### src/rtl/smem_result_writer_pkg.sv
// rtl/smem_result_writer_pkg.sv - shared constants, record field offsets, FSM states and record packer
package smem_result_writer_pkg;

    localparam int CL             = 512;
    localparam int READ_NUM_WIDTH = 8;
    localparam int MAX_READ       = 256;
    localparam int REC_W          = 256;

    localparam int X0_LSB    = 0;
    localparam int X1_LSB    = 64;
    localparam int X2_LSB    = 128;
    localparam int INFO_LSB  = 192;
    localparam int INFO_W    = 48;
    localparam int RNUM_LSB  = 240;
    localparam int VALID_BIT = 255;

    typedef enum logic [2:0] {
        IDLE,
        RUN,
        FLUSH,
        DRAIN,
        DONE
    } state_e;

    // info[63:48] is zero by construction, so only the low 48 bits are stored.
    function automatic logic [REC_W-1:0] pack_record(
        input logic [63:0]               x0,
        input logic [63:0]               x1,
        input logic [63:0]               x2,
        input logic [INFO_W-1:0]         info,
        input logic [READ_NUM_WIDTH-1:0] rnum
    );
        logic [REC_W-1:0] r;
        r                                = '0;
        r[X0_LSB +: 64]                  = x0;
        r[X1_LSB +: 64]                  = x1;
        r[X2_LSB +: 64]                  = x2;
        r[INFO_LSB +: INFO_W]            = info;
        r[RNUM_LSB +: READ_NUM_WIDTH]    = rnum;
        r[VALID_BIT]                     = 1'b1;
        return r;
    endfunction

endpackage

### src/rtl/smem_result_writer_line_fifo.sv
// rtl/smem_result_writer_line_fifo.sv - line FIFO with registered head and occupancy count
module line_fifo #(
    parameter int W     = 512,
    parameter int DEPTH = 4
) (
    input  logic                     clk,
    input  logic                     reset_n,
    input  logic                     push_i,
    input  logic [W-1:0]             push_data_i,
    input  logic                     pop_i,
    output logic [W-1:0]             head_o,
    output logic                     valid_o,
    output logic                     full_o,
    output logic [$clog2(DEPTH):0]   count_o
);

    localparam int AW = $clog2(DEPTH);
    localparam int CW = AW + 1;
    localparam logic [CW-1:0] DEPTH_C = CW'(DEPTH);

    logic [W-1:0]  mem_q [DEPTH];
    logic [AW-1:0] wr_ptr_q, wr_ptr_d;
    logic [AW-1:0] rd_ptr_q, rd_ptr_d;
    logic [CW-1:0] count_q, count_d;
    logic [W-1:0]  head_q, head_d;
    logic          do_push, do_pop;

    // A push into a full FIFO is accepted only when the head leaves on the same edge.
    assign do_pop   = pop_i && (count_q != '0);
    assign do_push  = push_i && ((count_q != DEPTH_C) || do_pop);
    assign count_d  = count_q + CW'(do_push) - CW'(do_pop);
    assign rd_ptr_d = rd_ptr_q + AW'(do_pop);
    assign wr_ptr_d = wr_ptr_q + AW'(do_push);

    // The next head is the pushed line when nothing older survives this edge.
    always_comb begin
        head_d = '0;
        if (count_d != '0) begin
            if (do_push && (count_q == CW'(do_pop))) begin
                head_d = push_data_i;
            end else begin
                head_d = mem_q[rd_ptr_d];
            end
        end
    end

    always_ff @(posedge clk) begin
        if (do_push) begin
            mem_q[wr_ptr_q] <= push_data_i;
        end
    end

    always_ff @(posedge clk) begin
        if (!reset_n) begin
            wr_ptr_q <= '0;
            rd_ptr_q <= '0;
            count_q  <= '0;
            head_q   <= '0;
        end else begin
            wr_ptr_q <= wr_ptr_d;
            rd_ptr_q <= rd_ptr_d;
            count_q  <= count_d;
            head_q   <= head_d;
        end
    end

    assign head_o  = head_q;
    assign valid_o = (count_q != '0);
    assign full_o  = (count_q == DEPTH_C);
    assign count_o = count_q;

endmodule

### src/rtl/smem_result_writer.sv
// rtl/smem_result_writer.sv - packs SMEM result records into cache lines; SMEM_RESULT_CHECK_EN enables format checks
module smem_result_writer
    import smem_result_writer_pkg::*;
#(
    parameter int DEPTH = 4,
    parameter int SKID  = 2
) (
    input  logic                      clk,
    input  logic                      reset_n,
    input  logic                      start,
    input  logic [8:0]                batch_size,
    input  logic                      result_valid,
    input  logic [READ_NUM_WIDTH-1:0] result_read_num,
    input  logic [63:0]               result_ik_x0,
    input  logic [63:0]               result_ik_x1,
    input  logic [63:0]               result_ik_x2,
    input  logic [63:0]               result_ik_info,
    input  logic                      read_done,
    input  logic [READ_NUM_WIDTH-1:0] read_done_num,
    output logic                      stall_out,
    output logic                      out_valid,
    input  logic                      out_ready,
    output logic [CL-1:0]             out_data,
    output logic [15:0]               lines_written,
    output logic                      all_done,
    output logic                      overflow,
    output logic                      err
);

    localparam int CW = $clog2(DEPTH) + 1;
    localparam logic [CW-1:0] DEPTH_C = CW'(DEPTH);
    localparam logic [CW-1:0] SKID_C  = CW'(SKID);

    state_e           state_q, state_d;
    logic [8:0]       batch_q, batch_d;
    logic [8:0]       done_cnt_q, done_cnt_d;
    logic [REC_W-1:0] slot0_q, slot0_d;
    logic             slot0_vld_q, slot0_vld_d;
    logic [15:0]      lines_q, lines_d;
    logic             overflow_q, overflow_d;
    logic             err_q, err_d;

    logic [REC_W-1:0] rec;
    logic [CL-1:0]    push_line;
    logic             push, pop, can_push;
    logic             fifo_full;
    logic [CW-1:0]    fifo_count;

    assign rec      = pack_record(result_ik_x0, result_ik_x1, result_ik_x2,
                                  result_ik_info[INFO_W-1:0], result_read_num);
    assign pop      = out_valid && out_ready;
    assign can_push = !fifo_full || pop;

`ifdef SMEM_RESULT_CHECK_EN
    logic [MAX_READ-1:0] bitmap_q, bitmap_d;
    logic                dup_done, range_bad, info_bad;

    assign dup_done  = bitmap_q[read_done_num];
    assign range_bad = ({1'b0, read_done_num} >= batch_q);
    assign info_bad  = |result_ik_info[63:INFO_W];
`else
    logic unused_chk;
    assign unused_chk = ^{result_ik_info[63:INFO_W], read_done_num};
`endif

    always_comb begin
        state_d     = state_q;
        batch_d     = batch_q;
        done_cnt_d  = done_cnt_q;
        slot0_d     = slot0_q;
        slot0_vld_d = slot0_vld_q;
        lines_d     = lines_q + {15'd0, pop};
        overflow_d  = overflow_q;
        err_d       = err_q;
        push        = 1'b0;
        push_line   = '0;
`ifdef SMEM_RESULT_CHECK_EN
        bitmap_d    = bitmap_q;
`endif
        case (state_q)
            IDLE, DONE: begin
                if (start) begin
                    batch_d    = batch_size;
                    done_cnt_d = '0;
                    lines_d    = '0;
                    overflow_d = 1'b0;
                    err_d      = 1'b0;
`ifdef SMEM_RESULT_CHECK_EN
                    bitmap_d   = '0;
`endif
                    state_d    = RUN;
                end
            end
            RUN: begin
                if (result_valid) begin
                    if (slot0_vld_q) begin
                        push        = 1'b1;
                        push_line   = {rec, slot0_q};
                        slot0_d     = '0;
                        slot0_vld_d = 1'b0;
                    end else begin
                        slot0_d     = rec;
                        slot0_vld_d = 1'b1;
                    end
`ifdef SMEM_RESULT_CHECK_EN
                    if (info_bad) err_d = 1'b1;
`endif
                end
                if (read_done) begin
`ifdef SMEM_RESULT_CHECK_EN
                    if (range_bad) err_d = 1'b1;
                    if (dup_done) begin
                        err_d = 1'b1;
                    end else begin
                        bitmap_d[read_done_num] = 1'b1;
                        done_cnt_d              = done_cnt_q + 9'd1;
                    end
`else
                    done_cnt_d = done_cnt_q + 9'd1;
`endif
                end
                // The updated count is compared so a record arriving with the
                // final read_done is already in slot0 when FLUSH runs.
                if (done_cnt_d == batch_q) state_d = FLUSH;
            end
            FLUSH: begin
                if (!slot0_vld_q) begin
                    state_d = DRAIN;
                end else if (can_push) begin
                    push        = 1'b1;
                    push_line   = {{REC_W{1'b0}}, slot0_q};
                    slot0_d     = '0;
                    slot0_vld_d = 1'b0;
                    state_d     = DRAIN;
                end
            end
            DRAIN: begin
                if (fifo_count == '0) state_d = DONE;
            end
            default: state_d = IDLE;
        endcase
        if (push && !can_push) overflow_d = 1'b1;
    end

    always_ff @(posedge clk) begin
        if (!reset_n) begin
            state_q     <= IDLE;
            batch_q     <= '0;
            done_cnt_q  <= '0;
            slot0_q     <= '0;
            slot0_vld_q <= 1'b0;
            lines_q     <= '0;
            overflow_q  <= 1'b0;
            err_q       <= 1'b0;
        end else begin
            state_q     <= state_d;
            batch_q     <= batch_d;
            done_cnt_q  <= done_cnt_d;
            slot0_q     <= slot0_d;
            slot0_vld_q <= slot0_vld_d;
            lines_q     <= lines_d;
            overflow_q  <= overflow_d;
            err_q       <= err_d;
        end
    end

`ifdef SMEM_RESULT_CHECK_EN
    always_ff @(posedge clk) begin
        if (!reset_n) begin
            bitmap_q <= '0;
        end else begin
            bitmap_q <= bitmap_d;
        end
    end
`endif

    line_fifo #(
        .W     (CL),
        .DEPTH (DEPTH)
    ) u_line_fifo (
        .clk         (clk),
        .reset_n     (reset_n),
        .push_i      (push),
        .push_data_i (push_line),
        .pop_i       (pop),
        .head_o      (out_data),
        .valid_o     (out_valid),
        .full_o      (fifo_full),
        .count_o     (fifo_count)
    );

    assign stall_out     = ((DEPTH_C - fifo_count) <= SKID_C) || (state_q == FLUSH);
    assign lines_written = lines_q;
    assign all_done      = (state_q == DONE);
    assign overflow      = overflow_q;
`ifdef SMEM_RESULT_CHECK_EN
    assign err           = err_q;
`else
    assign err           = 1'b0;
`endif

endmodule

### config.mk
export PLATFORM = sky130hd
export DESIGN_NAME = smem_result_writer
export DESIGN_NICKNAME = d
export VERILOG_FILES = /design/src/rtl/smem_result_writer_pkg.sv /design/src/rtl/smem_result_writer_line_fifo.sv /design/src/rtl/smem_result_writer.sv
export SDC_FILE = /design/constraint.sdc
export NUM_CORES = 2
export LEC_CHECK = 0
export CAP_MARGIN = 10
export CELL_PAD_IN_SITES_DETAIL_PLACEMENT = 0
export CELL_PAD_IN_SITES_GLOBAL_PLACEMENT = 2
export CORE_ASPECT_RATIO = 2
export CORE_MARGIN = 5
export CORE_UTILIZATION = 40
export DETAILED_ROUTE_END_ITERATION = 7
export PLACE_DENSITY = 0.74
export SYNTH_ARGS = -nofsm -noshare
export SYNTH_HDL_FRONTEND = slang
export SYNTH_SLANG_ARGS = --single-unit
### constraint.sdc
create_clock -name clk -period 54.8 [get_ports clk]
set_input_delay 10.96 -clock clk [delete_from_list [all_inputs] [get_ports clk]]
set_output_delay 10.96 -clock clk [all_outputs]
set_load 0.01 [all_outputs]
=== Yosys cells after proc, flatten, opt, wreduce, memory -nomap -nowiden ===
Memories as Yosys holds them, arrays and structs flattened.
Cells that the tools add are included.

* Bits of input ports: 287
* Output and inout port bits: 533
* Memory bits (writable): 2,048
* Memories: 1
* Bits in registers: 814

* Reduce and logical (&&, ||, !) cells: 26
* Eq/ne operators: 15
* Add/subtract/negate cells: 7
* Muxes and demuxes: 38
* $lt $le $gt $ge: 1

{| class="wikitable"
|+ Memory list
! memory !! words !! bits a word !! read ports !! clocked after Yosys merged registers in !! wr ports !! line !! source
|-
| u_line_fifo.mem_q || 4 || 512 || 1 || 0 || 1 || smem_result_writer_line_fifo.sv:21 || <nowiki>logic [W-1:0] mem_q [DEPTH];</nowiki>
|}

{| class="wikitable"
|+ Operator list
! cell !! count
|-
| 2-to-1 mux 256 bit || 6
|-
| 2-to-1 mux 512 bit || 3
|-
| case mux 512 bit (2 select lines) || 1
|-
| case mux 256 bit (2 select lines) || 1
|-
| 2-to-1 mux 16 bit || 2
|-
| 2-to-1 mux 9 bit || 3
|-
| case mux 9 bit (2 select lines) || 1
|-
| adder 16 x 1 -> 16 bit || 1
|-
| 2-to-1 mux 3 bit || 5
|-
| 2-to-1 mux 1 bit || 13
|-
| inequality test 2 bit (second input constant) || 6
|-
| case mux 3 bit (4 select lines) || 1
|-
| AND reduction 2 bit || 5
|-
| adder 9 x 1 -> 9 bit (second input constant) || 1
|-
| == test 9 bit || 1
|-
| AND reduction 4 bit || 2
|-
| nonzero test 2 bit || 4
|-
| == test 3 x 2 -> 1 bit (second input constant) || 2
|-
| == test 3 bit (second input constant) || 2
|-
| logical NOT 3 bit || 2
|-
| inequality test 3 bit (second input constant) || 2
|-
| nonzero test 3 bit || 2
|-
| logical AND 1 bit || 5
|-
| adder 2 x 1 -> 2 bit || 2
|-
| 10 further kinds || 14
|}

=== Logic depth before layout (Yosys ltp) ===
* Depth after elaboration: 11
* Mapped depth: 17

=== Modules after synthesis ===
Synthesis repeated with hierarchy kept, for this count alone.

* Cell total of the unflattened synthesis: 6,577
* Area total of the unflattened synthesis: 106,189.3 um2

{| class="wikitable"
|+ Modules (own cells, without submodules)
! module !! times used !! sequential area each (um2) !! area each (um2) !! cells an instance
|-
| line_fifo || 1 || 71,888.9 || 91,676.7 || 4,933
|-
| smem_result_writer || 1 || 5,765.5 || 14,512.7 || 1,644
|}

=== Least setup slack after synthesis ===
OpenSTA, ideal clock, no wires.

* Path kind: input port to flip-flop
* From: input result_valid
* To: memory u_line_fifo.mem_q[0][0] (enable)
* Setup slack: 5,489 ps
* Cell stages on the path: 3
* Library setup time: 2,068 ps
* Buffers on the path: 0
* Arrival time: 47,243 ps
* Cell sequence: nand3b_2 a221oi_4 nor3b_1

* Cells in the longest elaborated chain, start to end: 5

{| class="wikitable"
|+ RTL lines
! item !! line !! source
|-
| start, declared || smem_result_writer.sv:12 || <nowiki>input logic result_valid,</nowiki>
|-
| 2-to-1 mux 1 bit || smem_result_writer.sv:95 || <nowiki>if (result_valid) begin</nowiki>
|-
| case mux 1 bit (2 select lines) || smem_result_writer.sv:80 || <nowiki>case (state_q)</nowiki>
|-
| logical AND 1 bit || smem_result_writer_line_fifo.sv:30 || <nowiki>assign do_push = push_i && ((count_q != DEPTH_C) || do_pop);</nowiki>
|-
| 2-to-1 mux 1 bit || smem_result_writer_line_fifo.sv:48 || <nowiki>if (do_push) begin</nowiki>
|-
| 2-to-1 mux 1 bit (implied by the code) || smem_result_writer_line_fifo.sv:49 || <nowiki>mem_q[wr_ptr_q] <= push_data_i;</nowiki>
|-
| end, declared || smem_result_writer_line_fifo.sv:21 ||
|}

Every way passes these cells.

=== Worst setup path in the final report ===
* From: input result_valid
* To: memory u_line_fifo.mem_q[3][180] (enable)

The elaborated chain is that of the path after synthesis.

==> metrics.yaml <==
clock_tree:
  cts_resized: 0
  cts_hold_buffers: 0
  cts_buffers: 243
  cts-root-buf: "clkbuf_16"
  cts_setup_buffers: 0
  cts_tree: "yes"
  clk_pin_slew_ns: 0.07
  clock_sinks: 2785
  cts_buffer_depth: 4
  clkLatencyLatePin_ns: 0.91
  htreeDepth: 4
setup_path:
  critPathRequiredTime_ns: 55.30
  worstSetupPathType: "input pin to register"
  cp.arrival_ns: 15.45
  slowest_delay_ns: 0.88
  path_common_cell: "buf_4"
  cp-end-kind: "register"
  crit_slowest_cell: "buf_4"
  crit_chain: "clkdlybuf4s50_1, nand3b_2, a221oi_4, and3_4, buf_4, buf_4, buf_4"
  r2r_cells: 9
  cp_max_fo: 59
  startpoint_type: "input pin"
route:
  vias_per_cell: 5.413
  firstDrtPassIters: 8
  vias: 57990
  wl_per_cell_um: 26.22
  wl_um: 280800
  ant_nets: 0
  drc_errors: 0
  drtIter0Drc: 5001
global_routing:
  grt_pass1_wl_um: 410500
  grt_pass1_vias: 58570
  grt-ovfl-total: 0
  grt_max_degree: 179
  antenna_found_initial: 61
  grt_usage_pct: 20.32
yosys:
  yosys_warnings: 0
  synthFlopType: "edfxtp_1"
  ys_types: 60
  async_flop_share_pct: 0
  ys_ff_latch: 2785
  postSynthCellCount: 6494
  avgSynthCellArea_um2: 15.90
  ys_seq_area_share_pct: 73.29
  synth-edff-count: 1992
  syn_area_um2: 103300
floorplan:
  ios: 820
  core_area_um2: 257600
  initial_core_util_pct: 40.08
  die-area_um2: 269100
  die_width_um: 369.3
  dieHeight_um: 728.6
  rows: 264
sta:
  drv_slew: 0
  finalHoldViolations: 0
  setup_viol_count_final: 0
  finalCritPeriodShare_pct: 27.28
  setup_ws_ns: 39.85
  relSlewSlack_pct: 19.02
  period_needed_ns: 14.95
  max_freq_mhz: 66.89
  rsz0062_at_grt: "no"
  fin_worst_skew_ns: 0.06042
  worst_slew_pin_slew_ns: 1.215
  setup_tns_ns: 0
pwr:
  leakage_uw: 0.04154
  powerDensity_nw_per_um2: 46.90
  peakVddDrop_mv: 0.05542
flow_run:
  drv_cap: 0
hold_path:
  min_path_cells: 2
  min_path_type: "register to register"
placed_design:
  port_buffers: 780
  placed_cell_area_um2: 114100
  dp_cells: 10240
  place_hpwl_um: 157500
  gp_congestion: 0.7291
  preCtsSetupSlack_ns: 38.74
cells_and_area:
  design_area_um2: 122600
  final_util_pct: 47.57
  area_delta_synth_final_pct: 18.68
  drive_above_1_share_pct: 13.70
  final_cells: 10710
  final_net_count: 7458
run_status:
  status: "completed"
[area by class of cell]
class                      instances  area (um2)
inverter                          21       86.33
clock buffer                     313        6751
sequential                      2785       75690
timing repair buffer             875        8678
antenna                           21       52.55
fill                           22190      135100
multi-input combinational       3233       25450
clock inverter                   139        1704
tap                             3325        4160
[through the flow]
step           power [uW]  hold WS [ns]
5_1_grt              6011        0.4567
2_1_floorplan        3428        0.4481
3_3_place_gp         4006        0.4635
4_1_cts              5832        0.4420
6_report             5748        0.4420
3_5_place_dp         4004        0.4659
[registers in the layout, indices dropped and copies added (netlist names)]
signal and count:
u_line_fifo.head_o 498, lines_written 16, u_line_fifo.wr_ptr_q 2, state_q 3, u_line_fifo.rd_ptr_q 2, u_line_fifo.count_o 3, overflow 1, slot0_vld_q 1
done_cnt_q 9, slot0_q 249, u_line_fifo.mem_q 1992, batch_q 9
[layer usage]
layer	wire length [um]	track usage, %	up-vias	part of all wire [%]
met5	546	0.3595	-	0.19
met4	4853	3.859	70	1.7
met3	29500	7.134	381	11
met2	119700	29.29	2124	43
met1	126300	30.09	29770	45
li1	-	-	25650	-
[placed cells by master (no fill, tap or decap), drive strengths merged, types with 14 or more instances in the layout]
cell type / netlist / layout
edfxtp: 1992 / 1992
dfxtp: 793 / 793
nand2: 781 / 781
clkdlybuf4s50: 0 / 779
a21oi: 519 / 519
and2: 504 / 504
mux4: 498 / 498
clkbuf: 210 / 313
nand3: 259 / 259
a22oi: 248 / 248
nor2: 227 / 227
buf: 259 / 96
clkinv: 0 / 77
nor2b: 54 / 54
bufinv: 0 / 34
inv: 21 / 27
clkinvlp: 0 / 22
diode: 0 / 21
o21ai: 17 / 17
conb: 1 / 15
xnor2: 14 / 14
[cells in the mapped netlist (13+ instances only)]
cell type  count  area, um2
a21oi_1      519       2597
a22oi_1      248       1862
and2_1       504       3153
buf_1         30      112.6
buf_2        187      935.9
buf_4         27      202.7
buf_6         13      146.4
clkbuf_1     208      780.8
dfxtp_1      793      15880
edfxtp_1    1992      59820
inv_1         20      75.07
mux4_2       498      11220
nand2_1      781       2932
nand3_1      259       1296
nor2_1       226      848.3
nor2b_1       54      337.8
o21ai_0       14      70.07
xnor2_1       14      122.6
[power by group]
group / leakage [uW] / switching (uW) / internal [uW]
sequential: 0.0268 / 95.0 / 2380
clock: 0.00410 / 789 / 1030
combinational: 0.0106 / 811 / 638
total: 0.0415 / 1700 / 4050
[worst max-delay path: cells and delay by family]
family | cells | cell delay (ns)
buffers and inverters | 4 | 2.90
AND/OR/NAND/NOR | 2 | 0.91
AO/OA/AOI/OAI | 1 | 0.53
[final timing paths]
path | start | endpoint | slack [ns]
worst min-delay path | slot0_q[243] | u_line_fifo.head_o[243] | 0.44
worst min register to register | slot0_q[243] | u_line_fifo.head_o[243] | 0.44
worst max register to register | u_line_fifo.count_o[1] | u_line_fifo.mem_q[3][180] | 49.48
worst max-delay path | result_valid | u_line_fifo.mem_q[3][180] | 39.85
[cells by family (layout without fill, tap and decap cells)]
family                     after synthesis  in the layout  synth area share, %
AOI/OAI and AO/OA                      807            807                4.597
and+or+nand+nor                       1876           1876                8.654
xor gates and xnor gates                25             25               0.2120
other                                    1             36             0.003631
adders and majority gates               12             12               0.1527
muxes                                  498            498                10.86
DFF                                   2785           2785                73.29
buffers and inverters                  490           1348                2.229
Power figures use the tool's default switching activity.
